### src/rtl/moxie_wb_pkg.sv
// moxie_wb_pkg
//   Shared definitions for the moxie Wishbone arbiter slice.
//   - default bus widths and watchdog limit
//   - grant index constants (bit positions in grant_o, last_grant encoding)
//   - FSM state encoding
package moxie_wb_pkg;

    localparam int DEFAULT_AW      = 32;
    localparam int DEFAULT_DW      = 32;
    localparam int DEFAULT_TIMEOUT = 255;

    // Grant indices: bit position in grant_o, and the value held in last_grant.
    localparam int GNT_I = 0;
    localparam int GNT_D = 1;

    typedef enum logic [1:0] {
        ST_IDLE  = 2'd0,
        ST_GNT_I = 2'd1,
        ST_GNT_D = 2'd2
    } state_t;

endpackage

### src/rtl/moxie_wb_watchdog.sv
// moxie_wb_watchdog
//   Comparator half of the bus watchdog. Flags the cycle that would be the
//   limit-th consecutive stalled strobe, so the arbiter can turn it into an
//   error instead of letting the slave hang the master.
// Ports:
//   count   in  CW    stalled cycles seen before this one
//   limit   in  CW+1  number of stalled cycles that triggers a timeout
//   stb     in  1     owner's strobe before any timeout masking
//   ack     in  1     slave ack
//   err     in  1     slave error
//   timeout out 1     one-cycle timeout pulse
module moxie_wb_watchdog #(
    parameter int CW = 8
) (
    input  logic [CW-1:0] count,
    input  logic [CW:0]   limit,
    input  logic          stb,
    input  logic          ack,
    input  logic          err,
    output logic          timeout
);

    logic [CW:0] count_incl;

    // Count including the current stalled cycle; widened so it cannot wrap.
    assign count_incl = {1'b0, count} + {{CW{1'b0}}, 1'b1};
    assign timeout    = stb && !ack && !err && (count_incl == limit);

endmodule

### src/rtl/moxie_wb_arbiter.sv
// moxie_wb_arbiter
//   Two-master (instruction I, data D) to one-slave Wishbone arbiter.
//   Round-robin under contention, no preemption of a granted cycle, and a
//   watchdog that converts a hung slave into an error for the owner.
// Ports:
//   clk_i, rst_i                clock, asynchronous active-low reset
//   wb_I_* / wb_D_*             master-side ports (adr/dat/sel/we/cyc/stb in,
//                               dat/ack/err out)
//   wb_adr_o..wb_stb_o          slave-side request, muxed from the owner
//   wb_dat_i, wb_ack_i, wb_err_i slave response
//   grant_o                     {D,I} one-hot current owner (00 when idle)
//
// Handshake: a master requests by raising cyc; it owns the bus from the
// cycle after the grant registers until the edge where it samples its own
// cyc low. stb/ack/err pass through unchanged for the owner; the non-owner
// sees ack/err held at 0.
module moxie_wb_arbiter
    import moxie_wb_pkg::*;
#(
    parameter int AW      = DEFAULT_AW,
    parameter int DW      = DEFAULT_DW,
    parameter int TIMEOUT = DEFAULT_TIMEOUT
) (
    input  logic            clk_i,
    input  logic            rst_i,

    input  logic [AW-1:0]   wb_I_adr_i,
    input  logic [DW-1:0]   wb_I_dat_i,
    input  logic [DW/8-1:0] wb_I_sel_i,
    input  logic            wb_I_we_i,
    input  logic            wb_I_cyc_i,
    input  logic            wb_I_stb_i,
    output logic [DW-1:0]   wb_I_dat_o,
    output logic            wb_I_ack_o,
    output logic            wb_I_err_o,

    input  logic [AW-1:0]   wb_D_adr_i,
    input  logic [DW-1:0]   wb_D_dat_i,
    input  logic [DW/8-1:0] wb_D_sel_i,
    input  logic            wb_D_we_i,
    input  logic            wb_D_cyc_i,
    input  logic            wb_D_stb_i,
    output logic [DW-1:0]   wb_D_dat_o,
    output logic            wb_D_ack_o,
    output logic            wb_D_err_o,

    output logic [AW-1:0]   wb_adr_o,
    output logic [DW-1:0]   wb_dat_o,
    output logic [DW/8-1:0] wb_sel_o,
    output logic            wb_we_o,
    output logic            wb_cyc_o,
    output logic            wb_stb_o,
    input  logic [DW-1:0]   wb_dat_i,
    input  logic            wb_ack_i,
    input  logic            wb_err_i,

    output logic [1:0]      grant_o
);

    state_t state_q, state_d;
    logic   last_grant_q, last_grant_d;   // 1'(GNT_I) or 1'(GNT_D)
    logic   own_i, own_d;
    logic   stb_raw;
    logic   timeout;

    // ---------------------------------------------------------------
    // State register
    // ---------------------------------------------------------------
    always_ff @(posedge clk_i or negedge rst_i) begin
        if (!rst_i) begin
            state_q      <= ST_IDLE;
            last_grant_q <= 1'(GNT_I);    // D wins the first contention
        end else begin
            state_q      <= state_d;
            last_grant_q <= last_grant_d;
        end
    end

    // ---------------------------------------------------------------
    // Next-state logic
    // ---------------------------------------------------------------
    always_comb begin
        state_d      = state_q;
        last_grant_d = last_grant_q;
        unique case (state_q)
            ST_IDLE: begin
                if (wb_I_cyc_i && wb_D_cyc_i)
                    state_d = (last_grant_q == 1'(GNT_D)) ? ST_GNT_I : ST_GNT_D;
                else if (wb_I_cyc_i)
                    state_d = ST_GNT_I;
                else if (wb_D_cyc_i)
                    state_d = ST_GNT_D;
            end
            ST_GNT_I: begin
                if (!wb_I_cyc_i) begin
                    last_grant_d = 1'(GNT_I);
                    // Hand straight over to a waiting D, no idle bubble.
                    state_d = wb_D_cyc_i ? ST_GNT_D : ST_IDLE;
                end
            end
            ST_GNT_D: begin
                if (!wb_D_cyc_i) begin
                    last_grant_d = 1'(GNT_D);
                    state_d = wb_I_cyc_i ? ST_GNT_I : ST_IDLE;
                end
            end
            default: state_d = ST_IDLE;
        endcase
    end

    // ---------------------------------------------------------------
    // Output logic: slave-side request mux (all zero when idle)
    // ---------------------------------------------------------------
    assign own_i = (state_q == ST_GNT_I);
    assign own_d = (state_q == ST_GNT_D);

    always_comb begin
        wb_adr_o = '0;
        wb_dat_o = '0;
        wb_sel_o = '0;
        wb_we_o  = 1'b0;
        wb_cyc_o = 1'b0;
        stb_raw  = 1'b0;
        grant_o  = 2'b00;
        if (own_i) begin
            wb_adr_o       = wb_I_adr_i;
            wb_dat_o       = wb_I_dat_i;
            wb_sel_o       = wb_I_sel_i;
            wb_we_o        = wb_I_we_i;
            wb_cyc_o       = wb_I_cyc_i;
            stb_raw        = wb_I_stb_i;
            grant_o[GNT_I] = 1'b1;
        end else if (own_d) begin
            wb_adr_o       = wb_D_adr_i;
            wb_dat_o       = wb_D_dat_i;
            wb_sel_o       = wb_D_sel_i;
            wb_we_o        = wb_D_we_i;
            wb_cyc_o       = wb_D_cyc_i;
            stb_raw        = wb_D_stb_i;
            grant_o[GNT_D] = 1'b1;
        end
    end

    // A timed-out strobe is withdrawn from the slave for that cycle.
    assign wb_stb_o = stb_raw && !timeout;

    // Response routing: only the owner sees ack/err; read data is broadcast
    // but held at 0 during reset so every output is quiet while rst_i is low.
    assign wb_I_ack_o = own_i && wb_ack_i;
    assign wb_D_ack_o = own_d && wb_ack_i;
    assign wb_I_err_o = own_i && (wb_err_i || timeout);
    assign wb_D_err_o = own_d && (wb_err_i || timeout);
    assign wb_I_dat_o = rst_i ? wb_dat_i : '0;
    assign wb_D_dat_o = rst_i ? wb_dat_i : '0;

    // ---------------------------------------------------------------
    // Watchdog
    // ---------------------------------------------------------------
    generate
        if (TIMEOUT > 0) begin : g_wd
            localparam int CW = $clog2(TIMEOUT + 1);
            logic [CW-1:0] wd_cnt_q;

            always_ff @(posedge clk_i or negedge rst_i) begin
                if (!rst_i)
                    wd_cnt_q <= '0;
                else if (timeout || !stb_raw || wb_ack_i || wb_err_i)
                    wd_cnt_q <= '0;
                else
                    wd_cnt_q <= wd_cnt_q + 1'b1;
            end

            moxie_wb_watchdog #(
                .CW(CW)
            ) u_watchdog (
                .count   (wd_cnt_q),
                .limit   ((CW+1)'(TIMEOUT)),
                .stb     (stb_raw),
                .ack     (wb_ack_i),
                .err     (wb_err_i),
                .timeout (timeout)
            );
        end else begin : g_no_wd
            assign timeout = 1'b0;
        end
    endgenerate

endmodule

### config.mk
export PLATFORM = sky130hd
export DESIGN_NAME = moxie_wb_arbiter
export DESIGN_NICKNAME = d
export VERILOG_FILES = /design/src/rtl/moxie_wb_pkg.sv /design/src/rtl/moxie_wb_watchdog.sv /design/src/rtl/moxie_wb_arbiter.sv
export SDC_FILE = /design/constraint.sdc
export NUM_CORES = 1
export LEC_CHECK = 0
export CORE_AREA = 5 5 120 122
export DETAILED_ROUTE_END_ITERATION = 10
export DIE_AREA = 0 0 125 127
export MAX_ROUTING_LAYER = met4
export PLACE_DENSITY_LB_ADDON = 0.12
export RECOVER_POWER = 50
export SLEW_MARGIN = 25
export SYNTH_ARGS = -nofsm -noshare
export SYNTH_HDL_FRONTEND = slang
export SYNTH_SLANG_ARGS = --single-unit
### constraint.sdc
create_clock -name clk_i -period 2.2 [get_ports clk_i]
set_input_delay 0.44 -clock clk_i [delete_from_list [all_inputs] [get_ports clk_i]]
set_output_delay 0.44 -clock clk_i [all_outputs]
set_load 0.02 [all_outputs]
---- Word level (Yosys, flattened, before mapping) ----
Index checks and enable logic that the tools add are counted.
operators by class
  reductions and logical operators ........ 21
  bitwise operators ....................... 0
  divide/modulo/power cells ............... 0
  mux-type cells .......................... 29
  add/sub/neg operators ................... 2
  shift operators ......................... 0
  multipliers ............................. 0
  eq/ne operators ......................... 6
  order comparisons ....................... 0
operators by type and width
  kind                   count
  $mux W32               5
  $mux W2                7
  $mux W1                12
  $add A8 B1 Y9 const B  1
  $eq A9 B8 Y1 const B   1
  $logic_and A1 B1 Y1    9
  $add A8 B1 Y8 const B  1
  $mux W4                2
  $mux W8                1
  $pmux W2 S3            1
  $reduce_and A3 Y1      2
  $logic_not A1 Y1       4
  $logic_or A1 B1 Y1     4
  $ne A2 B2 Y1 const B   2
  $ne A4 B4 Y1 const B   1
  $eq A2 B1 Y1 const B   1
  $eq A2 B2 Y1 const B   1
  $logic_not A2 Y1       1
  $pmux W1 S2            1
  $reduce_bool A2 Y1     1
word-level totals
  ROM bits ................................ 0
  word-level logic and storage cells ...... 61
  output and inout bits ................... 141
  register bits after elaboration ......... 11
  bits of input ports ..................... 178
  memories kept ........................... 0
  memory bits (writable) .................. 0
  bits in latches ......................... 0

---- Logic depth before layout (Yosys ltp) ----
Gate-level depths: netlist of the first run.
  depth after elaboration ................. 10
  depth in mapped cells ................... 6
  gate-level depth less buffers ........... 5

---- Hierarchy ----
Synthesis of the first run repeated with hierarchy kept, for this count alone.
second synthesis, totals
  cell total of the unflattened synthesis .. 254
  area total of the unflattened synthesis .. 1983.2 µm²
modules (own cells, without submodules)
  module             cells each  area an instance (µm²)  instances
  moxie_wb_arbiter   214         1711.6                  1
  moxie_wb_watchdog  40          271.5                   1

---- Worst setup path after synthesis of the first run ----
OpenSTA, ideal clock, no wires.
  path type ............................... reg-to-output
  from .................................... register g_wd.wd_cnt_q[3]
  to ...................................... output wb_stb_o
  arrival time ............................ 1.678 ns
  slack ................................... 0.082 ns
  cell stages (with the launch flop) ...... 6
  cells stage by stage .................... dfrtp_1 -> nand3_2 -> o31a_1 -> or2_1 -> buf_6 -> a41oi_1
between the ends
  word-level cells in the longest chain between the ends .. 5
RTL lines
  element                 line                     text
  from (decl)             moxie_wb_arbiter.sv:162  logic [CW-1:0] wd_cnt_q;
  from (signal assigned)  moxie_wb_arbiter.sv:170  wd_cnt_q <= wd_cnt_q + 1'b1;
  $add A8 B1 Y9           moxie_wb_watchdog.sv:26  assign count_incl = {1'b0, count} + {{CW{1'b0}}, 1'b1};
  $eq A9 B8 Y1            moxie_wb_watchdog.sv:27  assign timeout = stb && !ack && !err && (count_incl == limit);
  $logic_and A1 B1 Y1     moxie_wb_watchdog.sv:27
  $logic_not A1 Y1        moxie_wb_arbiter.sv:145  assign wb_stb_o = stb_raw && !timeout;
  $logic_and A1 B1 Y1     moxie_wb_arbiter.sv:145
  to (decl)               moxie_wb_arbiter.sv:52   output logic wb_stb_o,
Every way passes these cells.

---- Worst setup path in the final report of the first run ----
  from .................................... register g_wd.wd_cnt_q[3]
  to ...................................... output wb_D_err_o
between the ends
  word-level cells in the longest chain between the ends .. 5
RTL lines
  element              line                     text
  $add A8 B1 Y9        moxie_wb_watchdog.sv:26
  $eq A9 B8 Y1         moxie_wb_watchdog.sv:27
  $logic_and A1 B1 Y1  moxie_wb_watchdog.sv:27
  $logic_or A1 B1 Y1   moxie_wb_arbiter.sv:152  assign wb_D_err_o = own_d && (wb_err_i || timeout);
  $logic_and A1 B1 Y1  moxie_wb_arbiter.sv:152
  to (decl)            moxie_wb_arbiter.sv:45   output logic wb_D_err_o,
Every way passes these cells.

==> results of run 1 <==
final timing paths:
check	to	slack (ps)	depth (start not counted)	startpoint
worst max-delay path	wb_D_err_o	-60	6	g_wd.wd_cnt_q[3]$_DFF_PN0_
worst min-delay path	last_grant_q$_DFFE_PN0P_	560	2	last_grant_q$_DFFE_PN0P_
worst max register to register	g_wd.wd_cnt_q[6]$_DFF_PN0_	310	7	g_wd.wd_cnt_q[1]$_DFF_PN0_
worst min register to register	last_grant_q$_DFFE_PN0P_	560	2	last_grant_q$_DFFE_PN0P_
max in group asynchronous	g_wd.wd_cnt_q[0]$_DFF_PN0_	930	2	rst_i
min in group asynchronous	g_wd.wd_cnt_q[3]$_DFF_PN0_	820	2	rst_i
worst max-delay path: stages, from the launching register on:
cell and delay (ps):
dfrtp_1 360, nand3_2 120, or4_1 480, o211ai_1 150, buf_4 180, a32o_2 160, buf_6 120
what timing repair did:
item                                   in CTS  in global routing
gates cloned                                2                  1
setup endpoints to repair                 132                 55
pin swaps                                   8                  5
endpoints found under the hold margin       0                  0
resized for setup                         259                 65
setup buffers                              10                  5
hold buffers                                0                  0
state kept, by name, indices dropped and copies added (netlist names):
name	flops
g_wd.wd_cnt_q	8
last_grant_q	1
state_q	2
cells in the final DEF, fill, tap and decap left out, drive strengths merged, types with 3 or more instances in the layout:
master	Yosys	layout
a22o	70	70
a311oi	7	7
and2	37	37
buf	38	73
clkbuf	18	40
clkdlybuf4s15	0	18
clkdlybuf4s50	0	173
dfrtp	11	11
diode	0	4
dlygate4sd2	0	66
inv	3	3
nand2	3	3
nand3	3	3
nor2	6	6
o21ai	4	4
xnor2	3	3
xor2	3	3
metal layers:
metal | wire length, um | vias up | track usage, %
li1 | - | 1502 | -
met2 | 7460 | 175 | 30.6
met5 | 0 | - | -
met1 | 4190 | 1425 | 13.9
met4 | 255 | 0 | 4.21
met3 | 1430 | 14 | 6.39
final cells by class:
class | count | area (sq um) | share of cell area (%)
Sequential cell | 11 | 278 | 5.23
Clock buffer | 3 | 75.1 | 1.41
Inverter | 3 | 11.3 | 0.212
Multi-Input combinational cell | 163 | 1320 | 24.7
Antenna cell | 4 | 10.0 | 0.188
Tap cell | 176 | 220 | 4.14
Timing Repair Buffer | 371 | 3400 | 64.0
Clock inverter | 1 | 5.00 | 0.0942
report_power, final:
group          total (mW)  internal (mW)  switching (mW)
Combinational        2.17           1.06            1.11
Clock               0.344          0.242           0.102
Sequential          0.240          0.222          0.0177
Total                2.76           1.53            1.23
logic make-up after synthesis:
group           Yosys count
buf+inv                  59
simple gates             62
xor+xnor                  6
compound gates           93
fa+ha+maj                 2
flops                    11
stage by stage:
stage | instances | TNS, ps | hold WS [ps] | instance area [sq um] | total power [mW]
finish | 732 | -492 | 560 | 5320 | 2.76
global route | 732 | -4090 | 633 | 5320 | 2.90
CTS | 722 | -239 | 560 | 5330 | 2.81
detailed placement | 706 | -15490 | 543 | 5240 | 2.54
global placement | 706 | -13290 | 536 | 5240 | 2.54
floorplan | 233 | 0 | 144 | 1880 | 1.29
==> summary.txt, run 1 <==
Top cells by area, synth -> a22o_1 33%, dfrtp_1 15%, buf_4 14%
Die Y -> 127 um
Total number of vias -> 3116
CP max FO -> 4
MaxCap Viol Count -> 0
Rows -> 42
Final Hold Fails -> 0
Gpl congestion -> 0.828
Clock Path Buffers -> 2
Pre-Repair DR Iteration Count -> 4
Fill cells -> 1380
Main combinational cell family by area after synthesis -> compound AO/OA/AOI/OAI gates
WL per Instance -> 18.2 um
Dpl hpwl -> 11.3 mm
First-pass GRT wire length -> 18.9 mm
Tcrit/Tclk final -> 103%
PwrDens -> 519 nW/um^2
Share of layout cells above drive strength 1 -> 23.9%
CTS tree -> built
Most common cell in the netlist -> a22o_1
CTS Buf Count -> 3
Adder-cell share of the synthesized area -> 1.33%
Leak pwr -> 2.49 nW
Die width -> 125 um
Initial Util -> 14.4%
Initial antenna violation count -> 4
Max Clock Skew -> 4.09 ps
Total Wirelength -> 13.3 mm
Yosys warns -> 0
Root Buffer Master -> clkbuf_16
Unrepaired setup endpoints after global routing -> yes
Area grow syn2layout -> 183%
FMAX -> 443 MHz
Worst-skew pair later-pin latency -> 240 ps
Pins over their slew limit -> 0
Crit path arrival time -> 1820 ps
Post-synthesis cell type count -> 36
Failing checks -> negative setup slack
Startpoint types -> flip-flop
Setup-failing EPs final -> 19
CP required -> 1760 ps
Worst-Margin Slew -> 636 ps
Compound-Gate Fraction of Synth Area -> 42.1%
Mapped Cells -> 233
Post-route core utilization -> 40.6%
Post-synthesis register bit count -> 11
Vias per inst -> 4.26
DIE AREA -> 15900 sq um
Post-route DRC -> 0
GRT overflow -> 0
DP Worst Slack -> -598 ps
Top FF cell, synth -> dfrtp_1
Most common library cells after synthesis -> 70 x a22o_1, 37 x and2_1, 34 x buf_4, 18 x clkbuf_1, 11 x dfrtp_1
GRT Util Overall -> 15.7%
Net count after synthesis -> 413
Multiplexer share of the synthesized area -> 0%
Mean Syn Cell Area -> 8.07 sq um
Outcome -> finished, violations left
Top Ports -> 319
Register area share after synthesis -> 14.6%
Initial drt markers -> 61
Post-Syn Area -> 1880 sq um
Core Area -> 13100 sq um
Post-layout min period -> 2260 ps
Synth Area in Simple Gates -> 20.2%
Tightest Hold Check Type -> reg -> reg
Critical path class -> reg -> out
Slew headroom -> 57.6%
Synth async-reset ratio -> 100%
Post-synth EDFFs -> 0
Largest net degree at the start of global routing -> 33
VDD IR-drop max -> 222 uV
Clock transition at path regs -> 50 ps
Setup ws final -> -58.2 ps
Buffers on Ports -> 318
DRT antenna net count -> 0
Clock sink count -> 11
Leading area contributor after synthesis -> a22o_1
Crit path capture type -> output pin
H-Tree Depth -> 1
XOR/XNOR share of the synthesized area -> 2.80%
Synth top area share -> 32.6%
Fin nets -> 733
Vias in the first global route -> 3297
Note: power is estimated with default switching activity, not from simulation.
==> run 2: changes to the inputs <==
--- a/config.mk
+++ b/config.mk
@@ -8,6 +8,7 @@
 export CORE_AREA = 5 5 120 122
 export DETAILED_ROUTE_END_ITERATION = 10
 export DIE_AREA = 0 0 125 127
+export GPL_TIMING_DRIVEN = 0
 export MAX_ROUTING_LAYER = met4
 export PLACE_DENSITY_LB_ADDON = 0.12
 export RECOVER_POWER = 50
==> run 2 against run 1 <==
Compared with the run above:
- the flow still finishes with violations (negative setup slack)
- global-route usage is 0.12 points higher
- worst setup slack worse by 16 ps
- critical path depth stayed put
- die area stayed put
- sequential power is 5% higher
- worst hold slack worse by 550 ps
- via count is 2.6% higher
- routed wire length is 1.6% higher
- largest power group unchanged
- combinational power hardly changed
- sequential cell count stayed put
- register-to-register slack worse by 80 ps
- utilization is 2.0 points higher
==> summary.txt, run 2 (synthesis gave the netlist of run 1 again) <==
Tightest Hold Check Type -> in -> async
Dpl hpwl -> 11.7 mm
Total number of vias -> 3196
CP required -> 1760 ps
Post-layout min period -> 2270 ps
Core Area -> 13100 sq um
Area grow syn2layout -> 197%
Hold_ws -> 12.1 ps
Rows -> 42
Hold_buf cts -> 0
CP max FO -> 5
Fin nets -> 754
MaxCap Viol Count -> 0
Leak pwr -> 2.34 nW
R2R depth -> 7
Setup-failing EPs final -> 12
Slew headroom -> 74.5%
Vias per inst -> 4.25
Setup ws final -> -74.0 ps
GRT overflow -> 0
PwrDens -> 500 nW/um^2
Top reg by flops -> g_wd.wd_cnt_q
Pins over their slew limit -> 0
First-pass GRT wire length -> 19.1 mm
Commonest non-fill, non-tap cell in the layout -> clkdlybuf4s50_1
Pre-Repair DR Iteration Count -> 4
Final instance area -> 5580 sq um
Post-DP Area -> 5280 sq um
Die Y -> 127 um
FMAX -> 440 MHz
Buffers on Ports -> 318
Unrepaired setup endpoints after global routing -> yes
Initial Util -> 14.4%
Post-route core utilization -> 42.6%
Clock transition at path regs -> 50 ps
Initial drt markers -> 43
Tcrit/Tclk final -> 103%
Commonest cells after routing, fill and taps aside -> 217 x clkdlybuf4s50_1, 70 x a22o_1, 54 x buf_4
Share of layout cells above drive strength 1 -> 28.3%
Failing checks -> negative setup slack
Worst-Margin Slew -> 379 ps
Worst-skew pair later-pin latency -> 240 ps
Post-route DRC -> 0
Crit-path slowest cell -> or4_1
Outcome -> finished, violations left
Total Wirelength -> 13.6 mm
Delay of the slowest critical-path stage -> 480 ps
Largest register FFs -> 8
H-Tree Depth -> 1
VDD IR-drop max -> 230 uV
Total power -> 2.79 mW
Clock Path Buffers -> 2
Cells along the critical path -> nand3_4, or4_1, o211ai_1, buf_4, a41oi_2, buf_6
Startpoint types -> flip-flop
Critical path class -> reg -> out
GRT Util Overall -> 15.8%
WL per Instance -> 18.0 um
Vias in the first global route -> 3390
Die width -> 125 um
DIE AREA -> 15900 sq um
Clock sink count -> 11
Max Clock Skew -> 1.94 ps
Gpl congestion -> 0.856
Crit path capture type -> output pin
CTS tree -> built
Root Buffer Master -> clkbuf_16
Top Ports -> 319
Final Hold Fails -> 0
CTS Buf Count -> 3
Crit path arrival time -> 1830 ps
Setup TNS -> -257 ps
DRT antenna net count -> 0
Largest net degree at the start of global routing -> 17
Biggest regs -> g_wd.wd_cnt_q (8), state_q (2), last_grant_q (1)
Initial antenna violation count -> 3
[run 2: final cells by class]
| type | instances | area [sq um] |
|---|---|---|
| Fill cell | 1299 | 7500 |
| Timing Repair Buffer | 336 | 3260 |
| Multi-Input combinational cell | 163 | 1310 |
| Buffer | 56 | 410 |
| Sequential cell | 11 | 282 |
| Tap cell | 176 | 220 |
| Clock buffer | 3 | 75.1 |
| Inverter | 3 | 11.3 |
| Antenna cell | 3 | 7.51 |
| Clock inverter | 1 | 5.00 |
[run 2: metrics by stage]
step	setup WS (ps)	cells
after floorplan	82.1	233
after global placement	-926	727
after detailed placement	-979	727
after CTS	-69.1	744
after global routing	-134	752
final	-74.0	752
[run 2: what timing repair did]
action,4_1_cts,5_1_grt
endpoints found under the setup margin,141,82
gates resized for setup,286,35
pin swaps,9,0
buffers inserted,13,4
cloned,0,1
[run 2: critical path: cells and delay by family (launching register included)]
| family | cells | cell delay, ps |
|---|---|---|
| simple gates | 2 | 580 |
| flops | 1 | 390 |
| buf+inv | 2 | 340 |
| compound gates | 2 | 280 |
[run 2: path summary, 6_finish.rpt]
path	from	end	slack, ps
worst min-delay path	rst_i	g_wd.wd_cnt_q[2]$_DFF_PN0_	10
worst min register to register	g_wd.wd_cnt_q[0]$_DFF_PN0_	g_wd.wd_cnt_q[0]$_DFF_PN0_	530
min in group clk_i	g_wd.wd_cnt_q[0]$_DFF_PN0_	g_wd.wd_cnt_q[0]$_DFF_PN0_	530
max in group asynchronous	rst_i	g_wd.wd_cnt_q[0]$_DFF_PN0_	2020
worst max register to register	g_wd.wd_cnt_q[4]$_DFF_PN0_	g_wd.wd_cnt_q[3]$_DFF_PN0_	230
worst max-delay path	g_wd.wd_cnt_q[4]$_DFF_PN0_	wb_stb_o	-70
[run 2: power by group]
part / switching, mW / total, mW / internal [mW]
Combinational: 1.08 / 2.19 / 1.11
Clock: 0.104 / 0.346 / 0.242
Sequential: 0.0301 / 0.253 / 0.223
[run 2: metal layers]
metal	vias up	GRT usage (%)	wire (um)
met5	-	-	0
met4	0	3.19	240
met3	15	7.22	1560
met2	181	30.9	7440
met1	1450	13.9	4310
li1	1550	-	-
==> run 3: changes to the inputs <==
--- a/config.mk
+++ b/config.mk
@@ -9,10 +9,9 @@
 export DETAILED_ROUTE_END_ITERATION = 10
 export DIE_AREA = 0 0 125 127
 export GPL_TIMING_DRIVEN = 0
-export MAX_ROUTING_LAYER = met4
 export PLACE_DENSITY_LB_ADDON = 0.12
 export RECOVER_POWER = 50
-export SLEW_MARGIN = 25
+export SLEW_MARGIN = 20
 export SYNTH_ARGS = -nofsm -noshare
 export SYNTH_HDL_FRONTEND = slang
 export SYNTH_SLANG_ARGS = --single-unit
==> run 3 against run 2 <==
Compared with the run above:
- the flow still finishes with violations (negative setup slack)
- highest routed layer is now met5
- worst setup slack worse by 4.0 ps
- final cell count down 0.13%
- sequential cell count stayed put
- clock power hardly changed
- total power rose by 0.21%
- sequential share of layout area hardly changed
- cell area barely moved
- utilization barely moved
- global-route usage fell by 0.47 points
- clock-buffer cell count unchanged
- fmax shrank 0.18%
- critical path depth stayed put
==> summary.txt, run 3 (synthesis gave the netlist of run 1 again) <==
Post-route core utilization -> 42.7%
Post-route DRC -> 0
Rows -> 42
Vias per inst -> 4.31
DP Worst Slack -> -979 ps
FMAX -> 439 MHz
R2R Path End -> g_wd.wd_cnt_q[3]$_DFF_PN0_
Commonest cells after routing, fill and taps aside -> 217 x clkdlybuf4s50_1, 70 x a22o_1, 53 x buf_4, 53 x clkdlybuf4s15_2, 31 x and2_1
CTS tree -> built
Reg2reg start -> g_wd.wd_cnt_q[2]$_DFF_PN0_
Gpl congestion -> 0.842
Setup TNS -> -187 ps
Buffers on Ports -> 318
Root Buffer Master -> clkbuf_16
Final instance area -> 5590 sq um
Die width -> 125 um
Buffers and inverters on the worst path -> 2
Final Hold Fails -> 0
Biggest regs -> g_wd.wd_cnt_q (8), state_q (2), last_grant_q (1)
Hold_buf cts -> 0
DIE AREA -> 15900 sq um
Largest net degree at the start of global routing -> 17
Outcome -> finished, violations left
Share of layout cells above drive strength 1 -> 28.3%
Worst-Margin Slew -> 379 ps
Failing checks -> negative setup slack
Worst-skew pair later-pin latency -> 240 ps
Initial Util -> 14.4%
CP required -> 1760 ps
Layout Cells excl Fill -> 751
Total power -> 2.80 mW
CP max FO -> 5
WL per Instance -> 18.1 um
Total number of vias -> 3234
Die Y -> 127 um
Post-DP Area -> 5280 sq um
DRT antenna net count -> 0
Clock Path Buffers -> 2
Flop-to-flop setup slack -> 220 ps
Setup ws final -> -78.0 ps
GRT overflow -> 0
CTS Buf Count -> 3
Tcrit/Tclk final -> 104%
Placed Instances -> 727
Crit path capture type -> output pin
Top reg by flops -> g_wd.wd_cnt_q
Crit-path slowest cell -> or4_1
Clock sink count -> 11
Hold_ws -> 12.4 ps
H-Tree Depth -> 1
Unrepaired setup endpoints after global routing -> yes
Cells along the critical path -> nand3_4, or4_1, o211ai_1, buf_4, a41oi_2, buf_6
Family with the most delay on the worst path -> simple AND/OR/NAND/NOR gates
Delay of the slowest critical-path stage -> 480 ps
GRT Util Overall -> 15.3%
First-pass GRT wire length -> 19.3 mm
Pins over their slew limit -> 0
Leak pwr -> 2.34 nW
VDD IR-drop max -> 229 uV
Commonest non-fill, non-tap cell in the layout -> clkdlybuf4s50_1
Initial antenna violation count -> 3
Core Area -> 13100 sq um
Dpl hpwl -> 11.7 mm
Tightest Hold Check Type -> in -> async
Vias in the first global route -> 3353
Fin nets -> 754
Startpoint types -> flip-flop
Fill cells -> 1297
Initial drt markers -> 43
Critical path class -> reg -> out
PwrDens -> 501 nW/um^2
Pre-Repair DR Iteration Count -> 4
Clock transition at path regs -> 50 ps
Area grow syn2layout -> 197%
R2R depth -> 7
MaxCap Viol Count -> 0
Total Wirelength -> 13.6 mm
Top Ports -> 319
Max Clock Skew -> 2.92 ps
Setup-failing EPs final -> 8
Crit path arrival time -> 1840 ps
Largest register FFs -> 8
Slew headroom -> 74.5%
Post-layout min period -> 2280 ps
==> run 3: changes by cell type in the layout (fill, tap and decap cells not counted), sizes merged <==
| cell | delta |
|---|---|
| diode | -1 |
| clkbuf | +2 |
| buf | -2 |
==> run 3: timing repair <==
item	in CTS	in global routing
buffers inserted	13	4
setup endpoints to repair	141	82
resized for setup	286	35
hold endpoints to repair	0	0
pin swaps	9	0
gates cloned	0	1
==> run 3: per-layer routing <==
layer | up-vias | GRT usage [%] | routed length (um)
li1 | 1546 | - | -
met1 | 1479 | 13.7 | 4280
met2 | 190 | 30.8 | 7490
met3 | 17 | 7.51 | 1590
met4 | 2 | 3.19 | 240
met5 | - | 0 | 13
==> run 3: worst max-delay path by stage <==
| stage | from | endpoint | cells past startpoint |
|---|---|---|---|
| after floorplan | g_wd.wd_cnt_q[3]$_DFF_PN0_ | wb_stb_o | 5 |
| after CTS | g_wd.wd_cnt_q[2]$_DFF_PN0_ | wb_I_err_o | 6 |
| after global routing | g_wd.wd_cnt_q[4]$_DFF_PN0_ | wb_stb_o | 6 |
| final | g_wd.wd_cnt_q[2]$_DFF_PN0_ | wb_stb_o | 6 |
| after global placement | rst_i | wb_I_dat_o[1] | 5 |
| after detailed placement | rst_i | wb_I_dat_o[1] | 5 |
==> run 3: final cells by class <==
type / instances / area [sq um] / share of cell area, %
Buffer: 56 / 415 / 7.44
Timing Repair Buffer: 336 / 3260 / 58.4
Antenna cell: 2 / 5.00 / 0.0896
Multi-Input combinational cell: 163 / 1310 / 23.5
Inverter: 3 / 11.3 / 0.202
Tap cell: 176 / 220 / 3.94
Clock inverter: 1 / 5.00 / 0.0896
Sequential cell: 11 / 282 / 5.04
Clock buffer: 3 / 75.1 / 1.34
==> run 3: power breakdown <==
group	switching [mW]	internal [mW]	leakage (nW)
sequential	0.0313	0.223	0.140
combinational	1.08	1.12	2.16
clock	0.103	0.242	0.0409
